File: config.mk
export PLATFORM = sky130hd
export DESIGN_NAME = sub_arbiter
export DESIGN_NICKNAME = d
export VERILOG_FILES = /design/src/rtl/sub_arbiter.sv
export SDC_FILE = /design/constraint.sdc
export NUM_CORES = 1
export LEC_CHECK = 0
export CAP_MARGIN = 20
export CORE_AREA = 2 2 78 80
export DETAILED_ROUTE_END_ITERATION = 16
export DIE_AREA = 0 0 80 82
export PLACE_DENSITY_LB_ADDON = 0.25
export SYNTH_ARGS = -nofsm -noshare
export SYNTH_HDL_FRONTEND = slang
export SYNTH_SLANG_ARGS = --single-unit
File: constraint.sdc
create_clock -name clk -period 1.75 [get_ports clk]
set_input_delay 0.525 -clock clk [delete_from_list [all_inputs] [get_ports clk]]
set_output_delay 0.525 -clock clk [all_outputs]
set_load 0.02 [all_outputs]
File: src/rtl/sub_arbiter.sv
`default_nettype none
// ============================================================================
//  Module      : sub_arbiter (with package parameters_pkg)
//  Description : Round-robin arbiter that shares one external subtraction
//                unit between N_REQ requesters. The winner's operands are
//                captured and presented to the unit, and the unit's result is
//                returned to that requester as a one-cycle response pulse.
//                The arbiter itself does no arithmetic.
//  Revision    : 1.0 - initial release
// ----------------------------------------------------------------------------
//  Parameters
//    SIZE           operand width (default parameters_pkg::DATA_WIDTH)
//    N_REQ          number of requesters, 2..8
//    TIMEOUT_CYCLES watchdog limit in WAIT cycles (watchdog build only)
//  Ports
//    clk, rst            clock, asynchronous active-high reset
//    req[N_REQ]          request levels, held until acked
//    a_in, b_in          packed operands, slice i at bit offset i*SIZE
//    ack[N_REQ]          one-hot pulse: request accepted, operands latched
//    rsp_valid[N_REQ]    one-hot pulse: rsp_result belongs to that requester
//    rsp_result[SIZE+1]  last result, held until the next response
//    busy                high whenever the FSM is not IDLE
//    err                 watchdog fault flag (tied 0 without the watchdog)
//    sub_start, sub_a, sub_b     drive the shared subtraction unit
//    sub_result, sub_done        returned by the shared subtraction unit
//  Build option
//    SUB_ARB_TIMEOUT_EN  when defined, adds a WAIT-cycle watchdog and a
//                        sticky FAULT state left only through rst.
// ============================================================================

package parameters_pkg;
    localparam int DATA_WIDTH = 8;
endpackage

module sub_arbiter
    import parameters_pkg::*;
#(
    parameter int SIZE           = DATA_WIDTH,
    parameter int N_REQ          = 4,
    parameter int TIMEOUT_CYCLES = 64
) (
    input  logic                  clk,
    input  logic                  rst,
    input  logic [N_REQ-1:0]      req,
    input  logic [N_REQ*SIZE-1:0] a_in,
    input  logic [N_REQ*SIZE-1:0] b_in,
    output logic [N_REQ-1:0]      ack,
    output logic [N_REQ-1:0]      rsp_valid,
    output logic [SIZE:0]         rsp_result,
    output logic                  busy,
    output logic                  err,
    output logic                  sub_start,
    output logic [SIZE-1:0]       sub_a,
    output logic [SIZE-1:0]       sub_b,
    input  logic [SIZE:0]         sub_result,
    input  logic                  sub_done
);

    localparam int c_ptr_w = (N_REQ > 1) ? $clog2(N_REQ) : 1;

    // Elaboration-time guard on the legal parameter range.
    if (N_REQ < 2 || N_REQ > 8 || TIMEOUT_CYCLES < 1 || SIZE < 1) begin : g_param_check
        $error("sub_arbiter: illegal parameter set");
    end

`ifdef SUB_ARB_TIMEOUT_EN
    typedef enum logic [1:0] {
        S_IDLE  = 2'd0,
        S_ISSUE = 2'd1,
        S_WAIT  = 2'd2,
        S_FAULT = 2'd3
    } state_t;

    localparam int c_cnt_w = $clog2(TIMEOUT_CYCLES + 1);

    logic [c_cnt_w-1:0] wd_cnt_q, wd_cnt_d;
    logic               err_q, err_d;
`else
    typedef enum logic [1:0] {
        S_IDLE  = 2'd0,
        S_ISSUE = 2'd1,
        S_WAIT  = 2'd2
    } state_t;
`endif

    state_t             state_q, state_d;
    logic [c_ptr_w-1:0] ptr_q, ptr_d;
    logic [c_ptr_w-1:0] owner_q, owner_d;
    logic [SIZE-1:0]    sub_a_q, sub_a_d;
    logic [SIZE-1:0]    sub_b_q, sub_b_d;
    logic [SIZE:0]      rsp_result_q, rsp_result_d;
    logic [N_REQ-1:0]   ack_q, ack_d;
    logic [N_REQ-1:0]   rsp_valid_q, rsp_valid_d;
    logic               sub_start_q, sub_start_d;
    logic               busy_q, busy_d;

    // Unpacked views of the operand buses.
    logic [SIZE-1:0] a_arr [N_REQ];
    logic [SIZE-1:0] b_arr [N_REQ];

    for (genvar gi = 0; gi < N_REQ; gi++) begin : g_unpack
        assign a_arr[gi] = a_in[gi*SIZE +: SIZE];
        assign b_arr[gi] = b_in[gi*SIZE +: SIZE];
    end

    // ------------------------------------------------------------------
    // Round-robin search: first requester at or above ptr, wrapping.
    // cand carries one spare bit so ptr+k never overflows before wrap.
    // ------------------------------------------------------------------
    logic               win_found;
    logic [c_ptr_w-1:0] win_idx;
    logic [c_ptr_w:0]   cand;

    always_comb begin
        win_found = 1'b0;
        win_idx   = '0;
        cand      = '0;
        for (int k = 0; k < N_REQ; k++) begin
            cand = {1'b0, ptr_q} + (c_ptr_w+1)'(k);
            if (cand >= (c_ptr_w+1)'(N_REQ)) begin
                cand = cand - (c_ptr_w+1)'(N_REQ);
            end
            if (!win_found && req[cand[c_ptr_w-1:0]]) begin
                win_found = 1'b1;
                win_idx   = cand[c_ptr_w-1:0];
            end
        end
    end

    // ------------------------------------------------------------------
    // Next-state logic. ack, sub_start and rsp_valid default to 0 so
    // they are single-cycle pulses by construction.
    // ------------------------------------------------------------------
    always_comb begin
        state_d      = state_q;
        ptr_d        = ptr_q;
        owner_d      = owner_q;
        sub_a_d      = sub_a_q;
        sub_b_d      = sub_b_q;
        rsp_result_d = rsp_result_q;
        ack_d        = '0;
        rsp_valid_d  = '0;
        sub_start_d  = 1'b0;
`ifdef SUB_ARB_TIMEOUT_EN
        wd_cnt_d     = wd_cnt_q;
`endif

        case (state_q)
            S_IDLE: begin
                // Registering ack/sub_start here makes them visible in
                // exactly the ISSUE cycle.
                if (win_found) begin
                    sub_a_d        = a_arr[win_idx];
                    sub_b_d        = b_arr[win_idx];
                    owner_d        = win_idx;
                    ack_d[win_idx] = 1'b1;
                    sub_start_d    = 1'b1;
                    state_d        = S_ISSUE;
                end
            end

            S_ISSUE: begin
                state_d = S_WAIT;
`ifdef SUB_ARB_TIMEOUT_EN
                wd_cnt_d = '0;
`endif
            end

            S_WAIT: begin
                if (sub_done) begin
                    rsp_result_d         = sub_result;
                    rsp_valid_d[owner_q] = 1'b1;
                    ptr_d   = (owner_q == c_ptr_w'(N_REQ - 1)) ? '0
                                                               : owner_q + c_ptr_w'(1);
                    state_d = S_IDLE;
                end
`ifdef SUB_ARB_TIMEOUT_EN
                // wd_cnt holds the number of completed WAIT cycles, so
                // the limit is hit in the TIMEOUT_CYCLES-th WAIT cycle.
                else if (wd_cnt_q == c_cnt_w'(TIMEOUT_CYCLES - 1)) begin
                    rsp_result_d         = '0;
                    rsp_valid_d[owner_q] = 1'b1;
                    state_d              = S_FAULT;
                end else begin
                    wd_cnt_d = wd_cnt_q + c_cnt_w'(1);
                end
`endif
            end

`ifdef SUB_ARB_TIMEOUT_EN
            S_FAULT: begin
                state_d = S_FAULT;
            end
`endif

            default: begin
                state_d = S_IDLE;
            end
        endcase

        busy_d = (state_d != S_IDLE);
`ifdef SUB_ARB_TIMEOUT_EN
        err_d  = (state_d == S_FAULT);
`endif
    end

    always_ff @(posedge clk or posedge rst) begin
        if (rst) begin
            state_q      <= S_IDLE;
            ptr_q        <= '0;
            owner_q      <= '0;
            sub_a_q      <= '0;
            sub_b_q      <= '0;
            rsp_result_q <= '0;
            ack_q        <= '0;
            rsp_valid_q  <= '0;
            sub_start_q  <= 1'b0;
            busy_q       <= 1'b0;
`ifdef SUB_ARB_TIMEOUT_EN
            wd_cnt_q     <= '0;
            err_q        <= 1'b0;
`endif
        end else begin
            state_q      <= state_d;
            ptr_q        <= ptr_d;
            owner_q      <= owner_d;
            sub_a_q      <= sub_a_d;
            sub_b_q      <= sub_b_d;
            rsp_result_q <= rsp_result_d;
            ack_q        <= ack_d;
            rsp_valid_q  <= rsp_valid_d;
            sub_start_q  <= sub_start_d;
            busy_q       <= busy_d;
`ifdef SUB_ARB_TIMEOUT_EN
            wd_cnt_q     <= wd_cnt_d;
            err_q        <= err_d;
`endif
        end
    end

    assign ack        = ack_q;
    assign rsp_valid  = rsp_valid_q;
    assign rsp_result = rsp_result_q;
    assign sub_start  = sub_start_q;
    assign sub_a      = sub_a_q;
    assign sub_b      = sub_b_q;
    assign busy       = busy_q;
`ifdef SUB_ARB_TIMEOUT_EN
    assign err        = err_q;
`else
    assign err        = 1'b0;
`endif

endmodule

`default_nettype wire
## Word-level counts from Yosys, hierarchy flattened

Cells that the tools add are included.

- Bits in registers: 41
- Word-level logic and storage cells: 87

- Add/sub/neg operators: 8
- Order comparisons: 13
- Equality and inequality tests: 3
- Multiplexer cells: 40
- Bitwise operators: 1
- Reductions and logical operators: 12

Operators by type and width:

| kind | number |
|---|---|
| $bmux W8 S2 | 2 |
| $mux W8 | 4 |
| $mux W2 | 11 |
| $lt A2 B3 Y1 const B | 6 |
| $mux W4 | 4 |
| $ge A3 B3 Y1 const B | 4 |
| $mux W1 | 12 |
| $bmux W1 S2 | 4 |
| $sub A2 B1 Y2 const B | 4 |
| $add A2 B2 Y3 const B | 2 |
| $pmux W2 S3 | 1 |
| $logic_and A1 B1 Y1 | 5 |
| $demux W1 S2 | 2 |
| $eq A2 B2 Y1 const B | 2 |
| $ge A2 B1 Y1 const B | 2 |
| $reduce_and A2 Y1 | 2 |
| $add A2 B1 Y3 const B | 1 |
| $ge A2 B3 Y1 const B | 1 |
| $logic_not A1 Y1 | 3 |
| $not A2 Y3 | 1 |
| $add A2 B1 Y2 const B | 1 |
| $eq A2 B1 Y1 const B | 1 |
| $logic_not A2 Y1 | 1 |
| $reduce_bool A2 Y1 | 1 |

## Longest topological paths before layout

Gate-level depths: netlist of run 1.

- Word-level depth: 20
- Depth in mapped cells: 7
- Gate-level depth less buffers: 5

## Worst setup path before layout of run 1

Ideal clock, no wire load.

- Path kind: input to register
- Start: input req[0]
- End: register sub_a_q[7], in the netlist sub_a[7]
- Setup time: 0.130 ns
- Arrival time: 1.539 ns
- Data required time: 1.620 ns
- Path slack: 0.081 ns
- Stages: 7
- Buffers on the path: 3
- Cell sequence: buf_4 > nand2b_2 > a221o_1 > buf_2 > buf_6 > a31oi_1 > a31oi_1

- Cells in the longest elaborated chain, start to end: 16

RTL lines:

| item | RTL line | RTL |
|---|---|---|
| start: declaration | 44 | `input logic [N_REQ-1:0] req,` |
| $bmux W1 S2 | 123 | `if (!win_found && req[cand[c_ptr_w-1:0]]) begin` |
| $mux W1 (implied by the code) | 123 |  |
| $mux W1 | 123 |  |
| $logic_not A1 Y1 | 123 |  |
| $logic_and A1 B1 Y1 | 123 |  |
| $mux W1 | 123 |  |
| $logic_not A1 Y1 | 123 |  |
| $logic_and A1 B1 Y1 | 123 |  |
| $mux W1 | 123 |  |
| $logic_not A1 Y1 | 123 |  |
| $logic_and A1 B1 Y1 | 123 |  |
| $mux W2 | 123 |  |
| $not A2 Y3 (implied by the code) | 153 | `sub_a_d = a_arr[win_idx];` |
| $bmux W8 S2 | 153 |  |
| $mux W8 (implied by the code) (2 in series) | 153 |  |
| end signal: assignment | 227 | `sub_a_q <= sub_a_d;` |
| end: declaration | 89 | `logic [SIZE-1:0] sub_a_q, sub_a_d;` |

Parallel ways exist; a longest one is shown, timed or not. The select of a mux whose other input is x is not followed.
A chain may end at the register's enable or synchronous reset.

## Worst setup path in the final report of run 1

- Start: input req[3]
- End: register owner_q[0]

- Cells in the longest elaborated chain, start to end: 13

RTL lines:

| item | RTL line | RTL |
|---|---|---|
| $bmux W1 S2 | 123 |  |
| $mux W1 (implied by the code) | 123 |  |
| $mux W1 | 123 |  |
| $logic_not A1 Y1 | 123 |  |
| $logic_and A1 B1 Y1 | 123 |  |
| $mux W1 | 123 |  |
| $logic_not A1 Y1 | 123 |  |
| $logic_and A1 B1 Y1 | 123 |  |
| $mux W1 | 123 |  |
| $logic_not A1 Y1 | 123 |  |
| $logic_and A1 B1 Y1 | 123 |  |
| $mux W1 | 123 |  |
| $reduce_and A2 Y1 (no line) | -- |  |
| end signal: assignment | 226 | `owner_q <= owner_d;` |
| end: declaration | 88 | `logic [c_ptr_w-1:0] owner_q, owner_d;` |

Parallel ways exist; a longest one is shown, timed or not. The select of a mux whose other input is x is not followed.

==> results of run 1 <==
[state kept, by name, summed over array words and instances, names as in the netlist]
signal / count
rsp_valid: 4
sub_a: 8
state_q: 2
sub_start: 1
sub_b: 8
busy: 1
owner_q: 2
rsp_result: 9
ack: 4
ptr_q: 2
[worst paths after layout]
| kind | slack (ns) | endpoint |
|---|---|---|
| setup / recovery | 0.07 | owner_q[0]$_DFFE_PP0P_ |
| hold / removal | 0.47 | rsp_result[2]$_DFFE_PP0P_ |
| setup reg to reg | 0.12 | sub_b[1]$_DFFE_PP0P_ |
| hold reg to reg | 0.47 | rsp_result[2]$_DFFE_PP0P_ |
| max in group asynchronous | 0.97 | ptr_q[1]$_DFFE_PP0P_ |
| min in group asynchronous | 0.57 | rsp_valid[1]$_DFF_PP0_ |
[where the power goes]
group / total (mW) / internal (mW) / switching (mW) / leakage (nW)
Clock: 0.800 / 0.465 / 0.335 / 0.0585
Combinational: 3.47 / 1.70 / 1.77 / 1.33
Sequential: 1.64 / 1.37 / 0.269 / 0.499
Total: 5.90 / 3.53 / 2.38 / 1.89
[cell type report]
type | count | area share, %
multi-input combinational | 174 | 27.5
clock inverter | 1 | 0.765
timing repair buffer | 151 | 40.2
inverter | 8 | 0.765
tap | 75 | 2.39
sequential | 41 | 26.2
clock buffer | 7 | 2.20
[repair_timing]
item                       CTS  global route
cloned                       5             0
setup buffers                8             3
setup endpoints to repair   52            22
pin swaps                    6             8
resized for setup           50            15
[metrics by stage]
stage / TNS [ns] / instances
after floorplan: 0 / 245
after global placement: -11.99 / 435
after detailed placement: -12.51 / 435
after CTS: 0 / 456
after global routing: 0 / 457
final: 0 / 457
[layout by cell type, fill, tap and decap left out, types with 3 or more instances in the layout]
master | synthesis | layout
sky130_fd_sc_hd__nor2_1 | 20 | 19
sky130_fd_sc_hd__nand2b_1 | 3 | 3
sky130_fd_sc_hd__dlymetal6s2s_1 | 0 | 6
sky130_fd_sc_hd__nand2_1 | 32 | 32
sky130_fd_sc_hd__o21ai_0 | 18 | 17
sky130_fd_sc_hd__buf_12 | 0 | 9
sky130_fd_sc_hd__a22oi_1 | 16 | 15
sky130_fd_sc_hd__buf_6 | 1 | 4
sky130_fd_sc_hd__a21oi_1 | 5 | 5
sky130_fd_sc_hd__dlygate4sd2_1 | 0 | 31
sky130_fd_sc_hd__clkbuf_8 | 0 | 6
sky130_fd_sc_hd__a31oi_1 | 32 | 32
sky130_fd_sc_hd__ha_1 | 4 | 4
sky130_fd_sc_hd__and2_1 | 5 | 5
sky130_fd_sc_hd__and3_1 | 17 | 17
sky130_fd_sc_hd__buf_4 | 6 | 20
sky130_fd_sc_hd__dfrtp_1 | 41 | 40
sky130_fd_sc_hd__inv_1 | 7 | 5
sky130_fd_sc_hd__clkdlybuf4s50_1 | 0 | 75
[worst max-delay path: stages]
cell and delay [ns]:
sky130_fd_sc_hd__dlygate4sd2_1 0.34, sky130_fd_sc_hd__buf_4 0.22, sky130_fd_sc_hd__inv_2 0.05, sky130_fd_sc_hd__a21o_1 0.15, sky130_fd_sc_hd__a221oi_1 0.39, sky130_fd_sc_hd__mux2_1 0.23
[kinds of logic after synthesis]
family,Yosys count,synth area share (%)
simple gates,86,18.8
other cells,1,0.170
fa+ha+maj,4,2.27
compound gates,80,24.0
mux,3,1.47
buf+inv,30,6.91
flops,41,46.5
[synth_stat cells]
cell type                  count  area [sq um]
sky130_fd_sc_hd__and2_1        5          31.3
sky130_fd_sc_hd__a21oi_1       5          25.0
sky130_fd_sc_hd__or2_2         1          6.26
sky130_fd_sc_hd__o21bai_2      1          11.3
sky130_fd_sc_hd__nand2b_2      1          8.76
sky130_fd_sc_hd__o21ai_2       1          8.76
sky130_fd_sc_hd__and3_1       17           106
sky130_fd_sc_hd__nor2b_1       2          12.5
sky130_fd_sc_hd__nor3_1        2          10.0
sky130_fd_sc_hd__a221o_1       1          10.0
sky130_fd_sc_hd__o211a_1       1          10.0
sky130_fd_sc_hd__nor2_1       20          75.1
sky130_fd_sc_hd__dfrtp_1      41          1030
sky130_fd_sc_hd__buf_4         6          45.0
sky130_fd_sc_hd__inv_2         1          3.75
sky130_fd_sc_hd__mux2i_1       1          10.0
sky130_fd_sc_hd__mux2_1        2          22.5
sky130_fd_sc_hd__o41ai_2       1          16.3
sky130_fd_sc_hd__clkbuf_1      7          26.3
sky130_fd_sc_hd__nand2_1      32           120
sky130_fd_sc_hd__or3_1         1          6.26
sky130_fd_sc_hd__ha_1          4          50.1
sky130_fd_sc_hd__nand2b_1      3          18.8
sky130_fd_sc_hd__buf_2         8          40.0
sky130_fd_sc_hd__conb_1        1          3.75
sky130_fd_sc_hd__inv_1         7          26.3
sky130_fd_sc_hd__nor3_2        1          10.0
sky130_fd_sc_hd__a22oi_1      16           120
sky130_fd_sc_hd__and4_1        1          8.76
sky130_fd_sc_hd__o32ai_2       1          16.3
sky130_fd_sc_hd__a31oi_1      32           200
sky130_fd_sc_hd__o21ai_1       1          5.00
sky130_fd_sc_hd__a21o_1        1          7.51
sky130_fd_sc_hd__a221oi_1      1          8.76
sky130_fd_sc_hd__buf_6         1          11.3
sky130_fd_sc_hd__o21ai_0      18          90.1
[layer usage]
layer / vias to the layer above / GRT usage (%) / share of wire (%)
met4: 0 / 10.7 / 1.6
met1: 1173 / 29.0 / 40
li1: 1152 / - / -
met3: 13 / 4.95 / 7.4
met2: 109 / 39.8 / 51
met5: - / 0 / 0
==> impl_metrics.ini, run 1 <==
[timing]
timing.clock.skew_ns = 0.00247
final_max_slew_viol_count = 0
fin_hold_viols = 0
clock.fmax_mhz = 594
finalWorstPathRequiredPeriod_ns = 1.68
setup_violations = 0
finalCritPeriodShare_pct = 96.1
rsz0062_at_grt = false
fin_hold_ws_ns = 0.469
fin_ws_ns = 0.0677

[drt]
average_via_count_per_standard_cell = 5.35
detail_route.wl_per_cell_um = 17.0
totalWireLength_um = 7770
vias = 2447
dr.first_iter.drc_count = 281
drt_pass1_iterations = 4
remaining_drc_errors = 0
ant_nets = 0

[place]
dpl.hpwl_um = 4900
placer_s_final_routability_congestion_estimate = 0.833
port_buffers = 114
placement.cell_area_sq_um = 3570
preCtsSetupSlack_ns = -0.640

[global_route]
first_global_vias = 2350
globalRouteOverflowTotal = 0
grt_antenna_before_repair = 0
grt_first_pass_wirelength_um = 11700
grt_start_max_net_pins = 42
global_route.usage.total_pct = 23.6

[worst_hold_path]
hold_path_depth = 2
worstHoldPathType = reg -> reg
hold_path.startpoint = rsp_result[2]$_DFFE_PP0P_

[floorplanning]
dieWidth_um = 80
die_h_um = 82
dieArea_sq_um = 6560
design.portCount = 116
floorplan.initialDensity_pct = 38.4
core_area_sq_um = 5750
row_count = 28

[job]
drv_cap = 0

[layout]
ant_diodes = 0
filler_cell_count = 486
area_delta_synth_final_pct = 77.8
drive_gt1_share_pct = 15.4
nNetsFinal = 465
area.sequential_sq_um = 1030
postLayoutCoreUtil_pct = 68.3
multi_input_area_sq_um = 1080
final_cell_area_sq_um = 3930

[clock_tree]
clkSlewWorstSetupHoldPaths_ns = 0.08
cts_root_buffer = sky130_fd_sc_hd__clkbuf_8
clock_latency_ns = 0.30
clockBufferDepth = 2
cts_made_buffers = 5
hold_bufs_inserted_after_cts = 0
clock_tree_from_tritoncts = done
number_of_sinks_handled_by_clock_tree_synthesis = 41
h-tree-depth = 2

[critical_path]
worstReg2RegStart = ptr_q[1]$_DFFE_PP0P_
timing.reg2reg.worst_path_depth = 5
critical_path_required_ns = 1.98
crit_end_category = flop
critical_path.startpoint = req[3]
critical_path.startpoint_type = primary input
arrival_time_at_the_worst_endpoint_ns = 1.91
critPathMaxFanout = 5
criticalPathCategory = in -> reg

[run_status]
run_status = finished, final reports clean

[synth]
synth.net_count = 329
syn_area_per_cell_sq_um = 9.01
synth_cells = 245
synth_warn = 0
ys_seq_elements = 41
netlist-cell-type-count = 36
synth.cell_area_sq_um = 2210
synth_sequential_area_ratio_pct = 46.5

[power]
power.leakage_nw = 1.89
design_power_total_mw = 5.90
cellPowerDensity_nw_per_um2 = 1500
peakVddDrop_mv = 0.693
No activity file was read; power rests on OpenSTA's default activity.
==> run 2: changes to the inputs <==
Settings changed: GPL_ROUTABILITY_DRIVEN set to 0.
==> run 2 against run 1 <==
Global-route usage decreased by 1.1 points. Cell area decreased by 2.4%. Sequential share of layout area increased by 0.64 points. Critical path type unchanged. Core utilization decreased by 1.6 points. Cell count decreased by 0.44%. First-iteration DRC count decreased by 27%. Clock skew increased by 0.0048 ns. Clock power decreased by 0.5%. Register-to-register slack about the same.
==> impl_metrics.ini, run 2 (same netlist as run 1, synthesis figures left out) <==
[run_status]
run_status = finished, final reports clean

[timing]
fin_ws_ns = 0.0533
setup_violations = 0
finalCritPeriodShare_pct = 97.0
fin_hold_viols = 0
timing.clock.skew_ns = 0.00727
final_max_slew_viol_count = 0
finalWorstPathRequiredPeriod_ns = 1.70
clock.fmax_mhz = 589

[layout]
drive_gt1_share_pct = 17.9
largest_reg_flops = 9
commonest_non_fill_non_tap_cell_in_the_layout = sky130_fd_sc_hd__clkdlybuf4s50_1
final_cell_area_sq_um = 3830
nNetsFinal = 463
most-common-layout-cells = 75 x sky130_fd_sc_hd__clkdlybuf4s50_1, 40 x sky130_fd_sc_hd__dfrtp_1, 35 x sky130_fd_sc_hd__dlygate4sd2_1
filler_cell_count = 487
area_delta_synth_final_pct = 73.5
post_layout_nonfiller_instances = 455
ant_diodes = 0

[power]
power.leakage_nw = 1.79
peakVddDrop_mv = 0.751
cellPowerDensity_nw_per_um2 = 1460

[clock_tree]
clkSlewWorstSetupHoldPaths_ns = 0.08
hold_bufs_inserted_after_cts = 0
clock_tree_from_tritoncts = done
cts_made_buffers = 5
clockBufferDepth = 2
h-tree-depth = 2
number_of_sinks_handled_by_clock_tree_synthesis = 41
cts_root_buffer = sky130_fd_sc_hd__clkbuf_8
clock_latency_ns = 0.30

[critical_path]
crit_end_category = flop
criticalPathCategory = in -> reg
arrival_time_at_the_worst_endpoint_ns = 1.87
critical_path_required_ns = 1.93
critical_path.startpoint_type = primary input
timing.reg2reg.worst_path_depth = 5
critPathMaxFanout = 6

[drt]
vias = 2482
average_via_count_per_standard_cell = 5.45
ant_nets = 0
drt_pass1_iterations = 5
remaining_drc_errors = 0
detail_route.wl_per_cell_um = 16.0
totalWireLength_um = 7300
dr.first_iter.drc_count = 205

[floorplanning]
dieWidth_um = 80
dieArea_sq_um = 6560
row_count = 28
design.portCount = 116
die_h_um = 82
core_area_sq_um = 5750
floorplan.initialDensity_pct = 38.4

[place]
preCtsSetupSlack_ns = -0.633
dpl.hpwl_um = 5040
placement.cell_area_sq_um = 3570
dp.cells = 439
port_buffers = 114

[global_route]
first_global_vias = 2437
grt_antenna_before_repair = 0
globalRouteOverflowTotal = 0
grt_start_max_net_pins = 42
global_route.usage.total_pct = 22.4
grt_first_pass_wirelength_um = 11500

[job]
drv_cap = 0

[worst_hold_path]
hold_path_depth = 2
worstHoldPathType = reg -> reg
run 2: area by class of cell:
type	count	area [sq um]	share of cell area (%)
clock buffers	7	86.3	2.25
clock inverters	1	30.0	0.784
inverters	8	30.0	0.784
multi-input cells	174	1100	28.8
flip-flops and latches	41	1030	26.8
well taps	75	93.8	2.45
repair buffers	149	1460	38.1
run 2: final timing paths:
kind / from / end / slack (ns)
max: req[1] / owner_q[1]$_DFFE_PP0P_ / 0.05
min: rsp_result[6]$_DFFE_PP0P_ / rsp_result[6]$_DFFE_PP0P_ / 0.48
max reg2reg: ptr_q[1]$_DFFE_PP0P_ / sub_b[2]$_DFFE_PP0P_ / 0.12
min reg2reg: rsp_result[6]$_DFFE_PP0P_ / rsp_result[6]$_DFFE_PP0P_ / 0.48
max in group asynchronous: rst / ptr_q[1]$_DFFE_PP0P_ / 0.98
min in group asynchronous: rst / sub_b[0]$_DFFE_PP0P_ / 0.57
run 2: timing repair:
action | 4_1_cts | 5_1_grt
setup endpoints to repair | 55 | 20
endpoints found under the hold margin | 0 | 0
gates cloned | 2 | 0
pin swaps | 3 | 2
buffers inserted | 7 | 1
gates resized for setup | 47 | 22
run 2: stage by stage:
stage / util, % / hold slack, ns / setup TNS, ns / power [mW]
5_1_grt: 66.7 / 0.503 / -0.00650 / 5.97
3_5_place_dp: 62.2 / 0.466 / -12.64 / 4.71
6_report: 66.7 / 0.476 / 0 / 5.60
4_1_cts: 66.2 / 0.480 / 0 / 5.48
3_3_place_gp: 62.2 / 0.459 / -11.91 / 4.64
2_1_floorplan: - / 0.486 / 0 / 3.32
run 2: per-layer routing:
| metal | track usage [%] | wire, um | part of all wire, % | vias to the layer above |
|---|---|---|---|---|
| li1 | - | - | - | 1144 |
| met1 | 27.3 | 2900 | 40 | 1151 |
| met2 | 38.1 | 3570 | 49 | 157 |
| met3 | 5.27 | 614 | 8.4 | 30 |
| met4 | 9.66 | 214 | 2.9 | 0 |
| met5 | 0 | 0 | 0 | - |
run 2: critical path, stage by stage:
cell and delay (ns):
sky130_fd_sc_hd__dlygate4sd2_1 0.27, sky130_fd_sc_hd__buf_4 0.16, sky130_fd_sc_hd__o41ai_4 0.39, sky130_fd_sc_hd__inv_2 0.18
sky130_fd_sc_hd__mux2_1 0.34
run 2: where the power goes:
| part | switching [mW] | internal, mW |
|---|---|---|
| Combinational | 1.69 | 1.46 |
| Sequential | 0.291 | 1.37 |
| Clock | 0.331 | 0.465 |
==> run 3: changes to the inputs <==
Settings changed: SLEW_MARGIN set to 25.
==> results of run 3 <==
The final DEF is identical to that of run 2; final timing and power are the same.
